$ cat src/rtl/rikshaw_throttle_driver_if.sv
// Control/status bundle between the HPS-facing control block and the throttle driver.
//   enable        : throttle enable level
//   target_duty   : requested duty in PWM counts
//   target_valid  : one-cycle strobe latching target_duty and kicking the watchdog
//   emergency_off : level, high forces an immediate stop
//   pwm_o         : registered PWM output to the motor controller
//   current_duty  : duty currently being ramped
//   state_o       : 0=IDLE 1=RAMP 2=HOLD 3=ESTOP
//   fault         : watchdog expired, sticky until the next target_valid
interface rikshaw_throttle_driver_if;
  logic        enable;
  logic [15:0] target_duty;
  logic        target_valid;
  logic        emergency_off;
  logic        pwm_o;
  logic [15:0] current_duty;
  logic [1:0]  state_o;
  logic        fault;

  modport master (
    output enable, target_duty, target_valid, emergency_off,
    input  pwm_o, current_duty, state_o, fault
  );

  modport slave (
    input  enable, target_duty, target_valid, emergency_off,
    output pwm_o, current_duty, state_o, fault
  );
endinterface

$ cat src/rtl/rikshaw_throttle_driver.sv
// Throttle driver: turns an enable level and a duty request into a slew-limited PWM
// output, with emergency stop and a command watchdog so a stale setpoint is never held.
// Ports:
//   clock   : system clock
//   reset_n : asynchronous active-low reset
//   bus     : control/status bundle (slave side), see rikshaw_throttle_driver_if
module rikshaw_throttle_driver #(
  parameter int unsigned CLOCK_SPEED_HZ = 50_000_000,
  parameter int unsigned PWM_FREQ_HZ    = 20_000,
  parameter int unsigned RAMP_TICK_HZ   = 1_000,
  parameter int unsigned RAMP_STEP      = 1,
  parameter int unsigned WATCHDOG_MS    = 500
) (
  input  logic                       clock,
  input  logic                       reset_n,
  rikshaw_throttle_driver_if.slave   bus
);

  localparam int unsigned PERIOD_I = CLOCK_SPEED_HZ / PWM_FREQ_HZ;
  localparam int unsigned TICK_I   = CLOCK_SPEED_HZ / RAMP_TICK_HZ;
  localparam int unsigned MS_RAW   = CLOCK_SPEED_HZ / 1000;
  localparam int unsigned MS_I     = (MS_RAW == 0) ? 1 : MS_RAW;

  localparam logic [15:0] PERIOD      = PERIOD_I[15:0];
  localparam logic [15:0] PERIOD_LAST = PERIOD - 16'd1;
  localparam logic [15:0] STEP        = RAMP_STEP[15:0];
  localparam logic [31:0] TICK_LAST   = TICK_I - 32'd1;
  localparam logic [31:0] MS_LAST     = MS_I - 32'd1;
  localparam logic [31:0] WD_LIMIT    = WATCHDOG_MS;

  typedef enum logic [1:0] {
    IDLE  = 2'd0,
    RAMP  = 2'd1,
    HOLD  = 2'd2,
    ESTOP = 2'd3
  } state_t;

  state_t      state, state_n;
  logic [15:0] pwm_cnt;
  logic [15:0] applied_duty;
  logic [15:0] cur_duty;
  logic [15:0] target;
  logic [15:0] target_clamped;
  logic [15:0] eff_target;
  logic [15:0] duty_step;
  logic [31:0] tick_cnt;
  logic [31:0] ms_cnt;
  logic [31:0] wd_cnt;
  logic        fault_r;
  logic        pwm_r;
  logic        tick_wrap;
  logic        pwm_wrap;
  logic        ms_wrap;
  logic        estop_hit;

  assign tick_wrap      = (tick_cnt == TICK_LAST);
  assign pwm_wrap       = (pwm_cnt == PERIOD_LAST);
  assign ms_wrap        = (ms_cnt == MS_LAST);
  // Entering ESTOP and sitting in it both force the output path to zero.
  assign estop_hit      = bus.emergency_off || (state == ESTOP);
  assign target_clamped = (bus.target_duty > PERIOD) ? PERIOD : bus.target_duty;
  assign eff_target     = (!bus.enable || fault_r) ? '0 : target;

  // One slew step toward the effective target, landing exactly on it when close.
  always_comb begin
    duty_step = cur_duty;
    if (eff_target > cur_duty) begin
      duty_step = ((eff_target - cur_duty) <= STEP) ? eff_target : cur_duty + STEP;
    end else if (eff_target < cur_duty) begin
      duty_step = ((cur_duty - eff_target) <= STEP) ? eff_target : cur_duty - STEP;
    end
  end

  always_comb begin
    state_n = state;
    if (bus.emergency_off) begin
      state_n = ESTOP;
    end else begin
      case (state)
        IDLE:    if (eff_target != '0) state_n = RAMP;
        RAMP:    if (cur_duty == eff_target) state_n = (eff_target == '0) ? IDLE : HOLD;
        HOLD:    if (eff_target != cur_duty) state_n = RAMP;
        ESTOP:   if (!bus.enable) state_n = IDLE;
        default: state_n = IDLE;
      endcase
    end
  end

  always_ff @(posedge clock or negedge reset_n) begin
    if (!reset_n) begin
      state <= IDLE;
    end else begin
      state <= state_n;
    end
  end

  always_ff @(posedge clock or negedge reset_n) begin
    if (!reset_n) begin
      pwm_cnt  <= '0;
      tick_cnt <= '0;
    end else begin
      pwm_cnt  <= pwm_wrap ? '0 : pwm_cnt + 16'd1;
      tick_cnt <= tick_wrap ? '0 : tick_cnt + 32'd1;
    end
  end

  // Target and duty path. A strobe coinciding with a ramp tick only updates
  // target, so that tick still steps toward the previous value.
  always_ff @(posedge clock or negedge reset_n) begin
    if (!reset_n) begin
      target       <= '0;
      cur_duty     <= '0;
      applied_duty <= '0;
      pwm_r        <= 1'b0;
    end else if (estop_hit) begin
      target       <= '0;
      cur_duty     <= '0;
      applied_duty <= '0;
      pwm_r        <= 1'b0;
    end else begin
      if (bus.target_valid) target <= target_clamped;
      if (tick_wrap) cur_duty <= duty_step;
      if (pwm_wrap) applied_duty <= cur_duty;
      pwm_r <= (pwm_cnt < applied_duty);
    end
  end

  // Watchdog: millisecond prescaler plus saturating ms counter. The strobe branch
  // comes first so it wins over a same-cycle expiry.
  always_ff @(posedge clock or negedge reset_n) begin
    if (!reset_n) begin
      ms_cnt  <= '0;
      wd_cnt  <= '0;
      fault_r <= 1'b0;
    end else if (bus.target_valid) begin
      ms_cnt  <= '0;
      wd_cnt  <= '0;
      fault_r <= 1'b0;
    end else if (!bus.enable) begin
      ms_cnt <= '0;
      wd_cnt <= '0;
    end else if (state != ESTOP) begin
      if (ms_wrap) begin
        ms_cnt <= '0;
        if (wd_cnt != WD_LIMIT) begin
          wd_cnt <= wd_cnt + 32'd1;
          if (wd_cnt == WD_LIMIT - 32'd1) fault_r <= 1'b1;
        end
      end else begin
        ms_cnt <= ms_cnt + 32'd1;
      end
    end
  end

  assign bus.pwm_o        = pwm_r;
  assign bus.current_duty = cur_duty;
  assign bus.state_o      = state;
  assign bus.fault        = fault_r;

endmodule
$ cat src/flat_wrapper.sv
// flat-port wrapper written by rule: the top's interface ports become plain ports
module rikshaw_throttle_driver_flat 
#(
  parameter int unsigned CLOCK_SPEED_HZ = 50_000_000,
  parameter int unsigned PWM_FREQ_HZ    = 20_000,
  parameter int unsigned RAMP_TICK_HZ   = 1_000,
  parameter int unsigned RAMP_STEP      = 1,
  parameter int unsigned WATCHDOG_MS    = 500
)
  (clock, reset_n, bus_enable, bus_target_duty, bus_target_valid, bus_emergency_off, bus_pwm_o, bus_current_duty, bus_state_o, bus_fault);
  rikshaw_throttle_driver_if bus_i ();
  input  logic clock;
  input  logic reset_n;
  input wire logic [$bits(bus_i.enable)-1:0] bus_enable;
  input wire logic [$bits(bus_i.target_duty)-1:0] bus_target_duty;
  input wire logic [$bits(bus_i.target_valid)-1:0] bus_target_valid;
  input wire logic [$bits(bus_i.emergency_off)-1:0] bus_emergency_off;
  output wire logic [$bits(bus_i.pwm_o)-1:0] bus_pwm_o;
  output wire logic [$bits(bus_i.current_duty)-1:0] bus_current_duty;
  output wire logic [$bits(bus_i.state_o)-1:0] bus_state_o;
  output wire logic [$bits(bus_i.fault)-1:0] bus_fault;
  assign bus_i.enable = bus_enable;
  assign bus_i.target_duty = bus_target_duty;
  assign bus_i.target_valid = bus_target_valid;
  assign bus_i.emergency_off = bus_emergency_off;
  assign bus_pwm_o = bus_i.pwm_o;
  assign bus_current_duty = bus_i.current_duty;
  assign bus_state_o = bus_i.state_o;
  assign bus_fault = bus_i.fault;
  rikshaw_throttle_driver #(.CLOCK_SPEED_HZ(CLOCK_SPEED_HZ), .PWM_FREQ_HZ(PWM_FREQ_HZ), .RAMP_TICK_HZ(RAMP_TICK_HZ), .RAMP_STEP(RAMP_STEP), .WATCHDOG_MS(WATCHDOG_MS)) u_core (.clock(clock), .reset_n(reset_n), .bus(bus_i));
endmodule
$ cat config.mk
export PLATFORM = sky130hd
export DESIGN_NAME = rikshaw_throttle_driver_flat
export DESIGN_NICKNAME = d
export VERILOG_FILES = /design/src/rtl/rikshaw_throttle_driver_if.sv /design/src/rtl/rikshaw_throttle_driver.sv /design/src/flat_wrapper.sv
export SDC_FILE = /design/constraint.sdc
export NUM_CORES = 1
export LEC_CHECK = 0
export ABC_AREA = 1
export BUFFER_PORTS_ARGS = -buffer_cell sky130_fd_sc_hd__clkbuf_2
export CORE_ASPECT_RATIO = 0.5
export CORE_MARGIN = 2
export CORE_UTILIZATION = 40
export DETAILED_ROUTE_END_ITERATION = 6
export GPL_TIMING_DRIVEN = 0
export PLACE_DENSITY_LB_ADDON = 0.1
export SYNTH_ARGS = -nofsm -noshare
export SYNTH_HDL_FRONTEND = slang
export SYNTH_SLANG_ARGS = --single-unit
export TNS_END_PERCENT = 10
$ cat constraint.sdc
create_clock -name clock -period 9.2 [get_ports clock]
set_input_delay 0.46 -clock clock [delete_from_list [all_inputs] [get_ports clock]]
set_output_delay 0.46 -clock clock [all_outputs]
set_load 0.01 [all_outputs]
==> qor.yml, run 1 <==
status:
  status: "complete, no violations"
floorplan:
  core_um2: 30200
  rows: 45
  die_w_um: 251
  die_h_um: 128
  die_area_um2: 32100
  start_util_pct: 40.5
  io_pins: 41
sta:
  rsz0062_at_grt: "no"
  report.final.setup_viol: 0
  slew_violations: 0
  setup_tns_ns: 0
  period_share_pct: 42.4
  hold_viol: 0
  fin_skew_ns: 0.00937
  slew_headroom_pct: 46.3
  tightest_slew_ns: 0.806
  max_freq_ghz: 0.256
  period_needed_ns: 3.90
detailed_routing:
  drtIter0Drc: 732
  avgViaCountPerCell: 5.12
  drc: 0
  drtAntennaViolNets: 0
  drtPass1Iterations: 5
  wl_per_cell_um: 15.2
  wirelength_um: 34500
  vias: 11586
logic_synthesis:
  yosysUniqueCellTypes: 54
  yosys_register_bits: 164
  yosys.area.top_type_share_pct: 33.5
  syn-cell-area_um2: 12200
  syn_inst: 1792
  synth_ff_type: "dfrtp_1"
  synth-edff-count: 0
  synth.avg_cell_area_um2: 6.83
  synth_warnings: 0
  ys_top_cells_by_area: "dfrtp_1 (34%), nand2_1 (13%), inv_1 (8.9%)"
  syn_nets: 1861
  netlist.top_cell.by_area: "dfrtp_1"
  ys_seq_area_share_pct: 33.5
  synthArstFlopShare_pct: 100
global_routing:
  grt_max_degree: 96
  grt_usage_pct: 22.1
  grt_pass1_wl_um: 57000
  grt_overflow: 0
  grt_pass1_vias: 11211
  antenna_found_initial: 0
clocking:
  htreeDepth: 4
  path_clk_slew_ns: 0.07
  holdBufCountCts: 0
  cts_sinks: 164
  tritoncts: "yes"
  clk-insertion-delay-late_ns: 0.44
  post-cts-setup-buffer-count: 0
  cts_buffers: 17
  cts.repair.resized: 0
  cts_buffer_depth: 2
  clock-root-buffer: "clkbuf_16"
placement:
  hpwl_um: 26900
  port_buffers: 39
  dpl_cell_area_um2: 13000
  place.gp.congestion: 0.913
pwr:
  leakage_nw: 6.61
  powerDensity_nw_per_um2: 136
  max-vdd-ir-drop_uv: 124
setup_path:
  timing_worst_setup_path_type: "flip-flop to flip-flop"
  worstPathArrival_ns: 4.27
  cp_max_fo: 10
  critical_path_required_ns: 9.57
  crit_path_start_kind: "flip-flop"
  cp_slowest_stage_delay_ns: 0.66
  path_common_cell: "nand2_1"
  cp_slowest_cell: "nor4_2"
  endpoint_kind: "flip-flop"
  path_cells: "inv_1, nand2_4, buf_12, nor2_1, ha_1, nand2_1, nor2_2, inv_2, nor4_2, nand2_1, a21oi_2, clkbuf_1, nand2_1, nand2_1"
run:
  max_cap_viol_count: 0
worst_hold_path:
  min_path_type: "primary input to async pin"
final_layout:
  diodes: 0
  areaGrowthSynthToFinish_pct: 10.7
  final_area_um2: 13600
  drive_above_1_share_pct: 8.81
  nets: 1920
[per-stage QoR]
step	hold WS [ns]	std cells	total power, mW	utilization [%]	setup slack [ns]
2_1_floorplan	0.164	1792	1.02	-	6.24
3_3_place_gp	0.470	2230	1.14	42.8	4.49
4_1_cts	0.126	2261	1.87	44.8	5.29
3_5_place_dp	0.466	2231	1.14	42.9	5.16
6_report	0.0887	2261	1.85	44.8	5.30
5_1_grt	0.153	2261	1.94	44.8	4.93
[layout make-up]
class	count	area [um2]
buffer	31	198
clock inverter	7	98.8
inverter	314	1180
tap	399	499
timing repair buffer	40	231
clock buffer	23	478
sequential	164	4100
multi-input combinational	1283	6760
fill	3194	16700
[routing by layer]
metal  global-route usage (%)  share of wire [%]  wire length (um)  up-vias
li1                         -                  -                 -     5938
met1                     30.6                 50             17100     5398
met2                     36.3                 46             15700      210
met3                     3.86                3.5              1200       40
met4                     5.15                1.4               474        0
met5                        0                  0                 0        -
[synthesized netlist by cell type, types with 10 or more instances]
cell type / instances
nand2_1: 426
inv_1: 290
nor2_1: 180
dfrtp_1: 164
nand3_1: 144
a21oi_1: 77
nor3_1: 76
o21ai_0: 59
xor2_1: 52
nand4_1: 50
ha_1: 47
nor4_1: 36
o22ai_1: 21
inv_2: 19
nand2_2: 15
nor2_2: 14
clkbuf_1: 13
nor2_4: 10
xnor2_1: 10
[where the power goes]
| part | internal [mW] | switching, mW |
|---|---|---|
| sequential | 0.730 | 0.00894 |
| combinational | 0.117 | 0.273 |
| clock | 0.420 | 0.298 |
| total | 1.27 | 0.580 |
[logic make-up (layout without fill, tap and decap cells)]
logic type / Yosys count / in the layout / share of synthesized area (%)
fa+ha+maj: 48 / 48 / 4.97
compound gates: 198 / 198 / 9.28
xor+xnor: 62 / 62 / 4.44
simple gates: 975 / 975 / 36.5
flops: 164 / 164 / 33.5
buf+inv: 345 / 415 / 11.3
[layout by cell type, fill, tap and decap left out, drive strengths merged, types with 8 or more instances in the layout]
| master | n |
|---|---|
| nand2 | 444 |
| clkbuf | 75 |
| xnor2 | 10 |
| clkinv | 8 |
| a21oi | 80 |
| xor2 | 52 |
| nand3 | 150 |
| inv | 310 |
| ha | 47 |
| buf | 19 |
| dfrtp | 164 |
| nor4 | 37 |
| o21ai | 60 |
| o22ai | 21 |
| nor3 | 78 |
| nor2 | 206 |
| nand4 | 51 |
[worst max-delay path, delay by kind of cell (launching register included)]
kind,cells,cell delay (ns)
simple gates,8,1.79
flops,1,0.41
compound gates,1,0.40
fa+ha+maj,1,0.41
buf+inv,4,0.81
[sequential cells by signal, summed over array words and instances, names as in the netlist]
name,count
u_core.ms_cnt,32
u_core.tick_cnt,32
u_core.wd_cnt,32
u_core.applied_duty,16
u_core.bus.current_duty,16
u_core.pwm_cnt,16
u_core.target,16
u_core.bus.state_o,2
u_core.bus.fault,1
u_core.bus.pwm_o,1
[final timing paths]
kind	cells after the start	slack, ns	end	from
max in group asynchronous	2	8.25	u_core.target[15]$_DFFE_PN0P_	reset_n
setup reg to reg	14	5.30	u_core.bus.current_duty[8]$_DFFE_PN0P_	u_core.bus.fault$_DFFE_PN0P_
setup / recovery	14	5.30	u_core.bus.current_duty[8]$_DFFE_PN0P_	u_core.bus.fault$_DFFE_PN0P_
hold reg to reg	2	0.49	u_core.wd_cnt[26]$_DFFE_PN0P_	u_core.wd_cnt[26]$_DFFE_PN0P_
min in group clock	3	0.28	u_core.bus.state_o[1]$_DFFE_PN0P_	bus_emergency_off
hold / removal	1	0.09	u_core.ms_cnt[29]$_DFFE_PN0P_	reset_n
(Power assumes the default switching activity.)
==> inputs of run 2 (changes only) <==
--- a/config.mk
+++ b/config.mk
@@ -5,7 +5,7 @@
 export SDC_FILE = /design/constraint.sdc
 export NUM_CORES = 1
 export LEC_CHECK = 0
-export ABC_AREA = 1
+export ABC_AREA = 0
 export BUFFER_PORTS_ARGS = -buffer_cell sky130_fd_sc_hd__clkbuf_2
 export CORE_ASPECT_RATIO = 0.5
 export CORE_MARGIN = 2
==> constraint.sdc (replaced) <==
create_clock -name clock -period 3.5 [get_ports clock]
set_input_delay 0.175 -clock clock [delete_from_list [all_inputs] [get_ports clock]]
set_output_delay 0.175 -clock clock [all_outputs]
set_load 0.01 [all_outputs]
==> qor.yml, run 2 <==
logic_synthesis:
  synth-edff-count: 0  # unchanged
  ys_seq_area_share_pct: 36.6  # was 33.5%
  syn_nets: 1343  # was 1861
  yosys_register_bits: 164  # unchanged
  synth.avg_cell_area_um2: 8.81  # was 6.83 um2
  syn_inst: 1274  # was 1792
  ys_top_cells_by_area: "dfrtp_1 (37%), ha_1 (5.2%), xnor2_1 (5.0%)"  # was dfrtp_1 (34%), nand2_1 (13%), inv_1 (8.9%)
  yosysMostFrequentCell: "dfrtp_1"  # was nand2_1
  netlist.top_cell.by_area: "dfrtp_1"  # unchanged
  yosys.area.top_type_share_pct: 36.6  # was 33.5%
  synth_warnings: 0  # unchanged
  yosysUniqueCellTypes: 95  # was 54
  synthArstFlopShare_pct: 100  # unchanged
  synth_ff_type: "dfrtp_1"  # unchanged
  syn-cell-area_um2: 11200  # was 12200 um2
  synth_common_cells: "dfrtp_1 (164), nor2_1 (141), nand2_1 (102), nand3_1 (71), xnor2_1 (64)"  # was nand2_1 (426), inv_1 (290), nor2_1 (180), dfrtp_1 (164), nand3_1 (144)
setup_path:
  timing_worst_setup_path_type: "flip-flop to flip-flop"  # unchanged
  r2r_start: "u_core.bus.fault$_DFFE_PN0P_"  # unchanged
  critical_path_required_ns: 3.85  # was 9.57 ns
  crit_start: "u_core.bus.fault$_DFFE_PN0P_"  # unchanged
  worstPathArrival_ns: 4.57  # was 4.27 ns
  crit_path_start_kind: "flip-flop"  # unchanged
  endpoint_kind: "flip-flop"  # unchanged
  cp_max_fo: 9  # was 10
global_routing:
  antenna_found_initial: 0  # unchanged
  grt_pass1_wl_um: 52800  # was 57000 um
  grt_max_degree: 98  # was 96
  grt_usage_pct: 22.8  # was 22.1%
  grt_pass1_vias: 9826  # was 11211
  grt_overflow: 0  # unchanged
clocking:
  clk-insertion-delay-late_ns: 0.42  # was 0.44 ns
  cts_sinks: 164  # unchanged
  htreeDepth: 4  # unchanged
  cts_buffer_depth: 2  # unchanged
  cts_buffers: 17  # unchanged
  clock-root-buffer: "clkbuf_16"  # unchanged
  path_clk_slew_ns: 0.07  # about the same
  tritoncts: "yes"  # unchanged
floorplan:
  die_w_um: 241  # was 251 um
  start_util_pct: 40.6  # was 40.5%
  core_um2: 27700  # was 30200 um2
  io_pins: 41  # unchanged
  die_h_um: 122  # was 128 um
  rows: 43  # was 45
  die_area_um2: 29500  # was 32100 um2
placement:
  hpwl_um: 24100  # was 26900 um
  place.gp.congestion: 0.900  # was 0.913
  port_buffers: 40  # was 39
status:
  status: "complete, but fails checks"  # was complete, no violations
  violations: "negative setup slack"
sta:
  fin_skew_ns: 0.0108  # was 0.00937 ns
  setup_tns_ns: -10.26  # was 0 ns
  setup_ws_ns: -0.717  # was 5.30 ns
  period_needed_ns: 4.22  # was 3.90 ns
  slew_headroom_pct: 21.1  # was 46.3%
  report.final.setup_viol: 16  # was 0
  period_share_pct: 120  # was 42.4%
  hold_viol: 0  # unchanged
  tightest_slew_ns: 1.17  # was 0.806 ns
  slew_violations: 0  # unchanged
  rsz0062_at_grt: "yes"  # was no
  max_freq_ghz: 0.237  # was 0.256 GHz
final_layout:
  drive_above_1_share_pct: 17.7  # was 8.81%
  diodes: 0  # unchanged
  layout_common_cells: "dfrtp_1 (162), nor2_1 (137), nand2_1 (90)"  # was nand2_1 (426), inv_1 (290), nor2_1 (180)
  areaGrowthSynthToFinish_pct: 19.9  # was 10.7%
  final_common_cell: "dfrtp_1"  # was nand2_1
  nets: 1438  # was 1920
  largestRegisters: "u_core.ms_cnt x32, u_core.tick_cnt x32, u_core.wd_cnt x32"  # unchanged
  fill_cells: 2662  # was 3194
pwr:
  powerDensity_nw_per_um2: 346  # was 136 nW/um2
  p_total_mw: 4.65  # was 1.85 mW
  max-vdd-ir-drop_uv: 315  # was 124 uV
  leakage_nw: 5.71  # was 6.61 nW
detailed_routing:
  drtAntennaViolNets: 0  # unchanged
  wl_per_cell_um: 18.4  # was 15.2 um
  drc: 0  # unchanged
  vias: 9962  # was 11586
  drtPass1Iterations: 5  # unchanged
  wirelength_um: 32500  # was 34500 um
  drtIter0Drc: 634  # was 732
  avgViaCountPerCell: 5.65  # was 5.12
run:
  max_cap_viol_count: 0  # unchanged
worst_hold_path:
  holdCritStartpoint: "bus_emergency_off"
  min_path_type: "primary input to flip-flop"  # was primary input to async pin
==> run 2: cell types whose count changed after synthesis, moves of 24 or more <==
cell	change
nor3_1	-46
nor2_1	-39
nand2_1	-324
clkbuf_1	+24
inv_1	-230
and3_1	+25
nand3_1	-73
xnor2_1	+54
a21oi_1	-25
mux2i_1	+33
==> run 2: logic make-up (layout without fill, tap and decap cells) <==
family                     after synthesis  count (layout)  share of synthesized area (%)
DFF                                    164             164                           36.6
buffers and inverters                  113             221                           4.56
muxes                                   46              46                           4.27
and+or+nand+nor                        557             557                           26.2
AOI/OAI and AO/OA                      230             230                           13.9
adders and majority gates               48              48                           5.42
xor gates and xnor gates               116             116                           9.06
==> run 2: final cells by class <==
type / count / area (um2) / share of cell area (%)
Sequential cell: 164 / 4110 / 30.5
Timing Repair Buffer: 79 / 571 / 4.24
Multi-Input combinational cell: 997 / 7080 / 52.7
Tap cell: 382 / 478 / 3.55
Buffer: 50 / 390 / 2.90
Clock inverter: 9 / 93.8 / 0.698
Clock buffer: 23 / 498 / 3.70
Inverter: 60 / 228 / 1.69
==> run 2: worst max-delay path: stages (launching register included) <==
cell	delay (ns)
dfrtp_2	0.44
nor2b_2	0.14
clkbuf_8	0.17
clkbuf_16	0.15
nand2_1	0.12
ha_1	0.34
buf_6	0.16
nor2_4	0.06
a21oi_4	0.19
xnor2_2	0.13
a2111o_1	0.35
or4_4	0.53
or4b_4	0.60
or4_4	0.43
a21oi_1	0.16
a221o_1	0.16
==> run 2: final timing paths <==
check	end	slack, ns	cells past startpoint
max in group asynchronous	u_core.bus.current_duty[0]$_DFFE_PN0P_	2.24	3
max reg2reg	u_core.bus.current_duty[3]$_DFFE_PN0P_	-0.72	15
max	u_core.bus.current_duty[3]$_DFFE_PN0P_	-0.72	15
min reg2reg	u_core.tick_cnt[0]$_DFF_PN0_	0.46	1
min	u_core.bus.state_o[1]$_DFFE_PN0P_	0.02	3
min in group asynchronous	u_core.tick_cnt[26]$_DFF_PN0_	0.29	2
==> run 2: where the power goes <==
part / switching [mW] / total, mW / internal, mW / leakage, nW
Clock: 0.797 / 1.88 / 1.08 / 0.275
Sequential: 0.0232 / 1.93 / 1.91 / 2.25
Combinational: 0.500 / 0.843 / 0.344 / 3.19
==> run 2: per-stage QoR <==
step | cell area, um2 | worst slack (ns) | instances | hold WS, ns | util, %
global placement | 12000 | -1.90 | 1696 | 0.418 | 43.4
CTS | 13200 | -0.757 | 1755 | 0.0000718 | 47.8
global route | 13400 | -0.827 | 1764 | 0.0108 | 48.6
detailed placement | 12000 | -1.89 | 1697 | 0.235 | 43.5
floorplan | 11300 | -0.518 | 1274 | -0.121 | -
finish | 13400 | -0.717 | 1764 | 0.0186 | 48.6
==> run 2: repair_timing <==
action | 4_1_cts | 5_1_grt
hold buffers | 6 | 0
endpoints found under the hold margin | 72 | 0
resized for setup | 80 | 44
endpoints found under the setup margin | 18 | 33
pin swaps | 24 | 16
setup buffers | 23 | 7
gates cloned | 0 | 2
==> run 2: metal layers <==
metal / wire length, um / GRT usage [%] / part of all wire (%)
met2: 15200 / 37.5 / 47
met4: 679 / 6.87 / 2.1
met1: 15200 / 31.2 / 47
met5: 0 / 0 / 0
met3: 1380 / 3.40 / 4.3
==> inputs of run 3 (changes only) <==
--- a/config.mk
+++ b/config.mk
@@ -5,7 +5,7 @@
 export SDC_FILE = /design/constraint.sdc
 export NUM_CORES = 1
 export LEC_CHECK = 0
-export ABC_AREA = 0
+export ABC_AREA = 1
 export BUFFER_PORTS_ARGS = -buffer_cell sky130_fd_sc_hd__clkbuf_2
 export CORE_ASPECT_RATIO = 0.5
 export CORE_MARGIN = 2
==> qor.yml, run 3 (synthesis gave the netlist of run 1 again) <==
status:
  status: "complete, no violations"  # was complete, but fails checks
floorplan:
  io_pins: 41  # unchanged
  rows: 45  # was 43
  die_area_um2: 32100  # was 29500 um2
  start_util_pct: 40.5  # was 40.6%
  die_h_um: 128  # was 122 um
  core_um2: 30200  # was 27700 um2
  die_w_um: 251  # was 241 um
sta:
  slew_headroom_pct: 43.9  # was 21.1%
  setup_ws_ns: 0.185  # was -0.717 ns
  report.final.setup_viol: 0  # was 16
  tightest_slew_ns: 0.833  # was 1.17 ns
  setup_tns_ns: 0  # was -10.26 ns
  fin_skew_ns: 0.0112  # was 0.0108 ns
  slew_violations: 0  # unchanged
  hold_ws_ns: 0.0303  # was 0.0186 ns
  max_freq_ghz: 0.302  # was 0.237 GHz
  period_share_pct: 94.7  # was 120%
  period_needed_ns: 3.31  # was 4.22 ns
  rsz0062_at_grt: "yes"  # unchanged
  hold_viol: 0  # unchanged
detailed_routing:
  avgViaCountPerCell: 5.14  # was 5.65
  drtIter0Drc: 704  # was 634
  drtPass1Iterations: 5  # unchanged
  wl_per_cell_um: 15.3  # was 18.4 um
  drtAntennaViolNets: 0  # unchanged
  vias: 11705  # was 9962
  wirelength_um: 34800  # was 32500 um
  drc: 0  # unchanged
final_layout:
  layout_common_cells: "nand2_1 (423), inv_1 (288), nor2_1 (176)"  # was dfrtp_1 (162), nor2_1 (137), nand2_1 (90)
  largestRegisters: "u_core.ms_cnt x32, u_core.tick_cnt x32, u_core.wd_cnt x32"  # unchanged
  diodes: 0  # unchanged
  areaGrowthSynthToFinish_pct: 13.3  # was 19.9%
  final_common_cell: "nand2_1"  # was dfrtp_1
  utilization_pct: 45.9  # was 48.6%
  final-instance-count-excl-fill: 2278  # was 1764
  nets: 1937  # was 1438
  drive_above_1_share_pct: 10.6  # was 17.7%
  final_area_um2: 13900  # was 13400 um2
placement:
  place.gp.congestion: 0.913  # was 0.900
  port_buffers: 39  # was 40
  dp_slack_ns: -0.381  # was -1.89 ns
  dp_cells: 2231  # was 1697
  dpl_cell_area_um2: 13000  # was 12000 um2
  hpwl_um: 26900  # was 24100 um
clocking:
  tritoncts: "yes"  # unchanged
  clock-root-buffer: "clkbuf_16"  # unchanged
  cts_sinks: 164  # unchanged
  cts_buffers: 17  # unchanged
  htreeDepth: 4  # unchanged
  clk-insertion-delay-late_ns: 0.44  # was 0.42 ns
  cts_buffer_depth: 2  # unchanged
  path_clk_slew_ns: 0.07  # about the same
global_routing:
  grt_pass1_wl_um: 57200  # was 52800 um
  grt_overflow: 0  # unchanged
  grt_max_degree: 96  # was 98
  grt_pass1_vias: 11269  # was 9826
  grt_usage_pct: 22.2  # was 22.8%
  antenna_found_initial: 0  # unchanged
setup_path:
  cp_max_fo: 10  # was 9
  critical_path_required_ns: 3.88  # was 3.85 ns
  endpoint_kind: "flip-flop"  # unchanged
  timing_worst_setup_path_type: "flip-flop to flip-flop"  # unchanged
  worstPathArrival_ns: 3.70  # was 4.57 ns
  crit_path_start_kind: "flip-flop"  # unchanged
pwr:
  leakage_nw: 6.71  # was 5.71 nW
  max-vdd-ir-drop_uv: 328  # was 315 uV
  p_total_mw: 4.93  # was 4.65 mW
  powerDensity_nw_per_um2: 355  # was 346 nW/um2
run:
  max_cap_viol_count: 0  # unchanged
worst_hold_path:
  min_path_type: "primary input to flip-flop"  # unchanged
[run 3: changes by cell type in the layout (fill, tap and decap cells not counted), sizes merged, moves of 17 or more]
cell	change
mux2i	-34
inv	+248
nand3	+78
nor3	+47
clkbuf	-28
o22ai	+17
xnor2	-54
a21oi	+25
and3	-26
or3	-21
nor2	+65
nand2	+341
[run 3: final cells by class]
type	instances	area [um2]
repair buffers	57	379
plain buffers	31	206
multi-input cells	1283	6930
fillers	3178	16400
clock buffers	23	478
clock inverters	7	98.8
well taps	399	499
flip-flops and latches	164	4100
inverters	314	1180
[run 3: final timing paths]
path	from	endpoint	slack, ns	depth (start not counted)
max reg2reg	u_core.bus.fault$_DFFE_PN0P_	u_core.bus.current_duty[14]$_DFFE_PN0P_	0.19	24
max in group asynchronous	reset_n	u_core.bus.current_duty[7]$_DFFE_PN0P_	2.27	3
max	u_core.bus.fault$_DFFE_PN0P_	u_core.bus.current_duty[14]$_DFFE_PN0P_	0.19	24
min reg2reg	u_core.wd_cnt[26]$_DFFE_PN0P_	u_core.wd_cnt[26]$_DFFE_PN0P_	0.48	2
min in group asynchronous	reset_n	u_core.ms_cnt[29]$_DFFE_PN0P_	0.36	2
min	bus_target_duty[4]	u_core.target[4]$_DFFE_PN0P_	0.03	3
[run 3: layer usage]
metal	global-route usage (%)	share of wire (%)
met1	30.5	49
met2	36.6	46
met3	4.10	3.1
met4	5.15	1.3
met5	0	0
[run 3: timing repair]
item                       in CTS  in global routing
hold buffers                    8                  0
hold endpoints to repair      102                  0
resized for setup               6                 38
setup endpoints to repair      16                 16
pin swaps                       2                  5
buffers inserted                2                  7
[run 3: power breakdown]
part	total (mW)	internal, mW	switching (mW)	leakage, nW
Sequential	1.94	1.92	0.0240	2.25
Combinational	1.10	0.362	0.741	4.18
Clock	1.88	1.10	0.780	0.280
Total	4.93	3.38	1.55	6.71
[run 3: worst max-delay path, stage by stage, from the launching register on]
cell and delay [ns]:
dfrtp_1 0.42, inv_2 0.09, nand2_4 0.08, buf_12 0.17, nor2_4 0.18, inv_1 0.06, ha_1 0.28, buf_6 0.15
nand2_4 0.09, nor2_4 0.13, inv_2 0.07, nor3_2 0.13, nand2_1 0.11, nand2_1 0.07, nand2_1 0.05, nand2_1 0.11
nand2_1 0.10, nor2_4 0.22, nand2_4 0.11, buf_6 0.16, nand2_1 0.06, nand2_1 0.06, a21oi_1 0.17, nand2_1 0.10
nand2_1 0.06
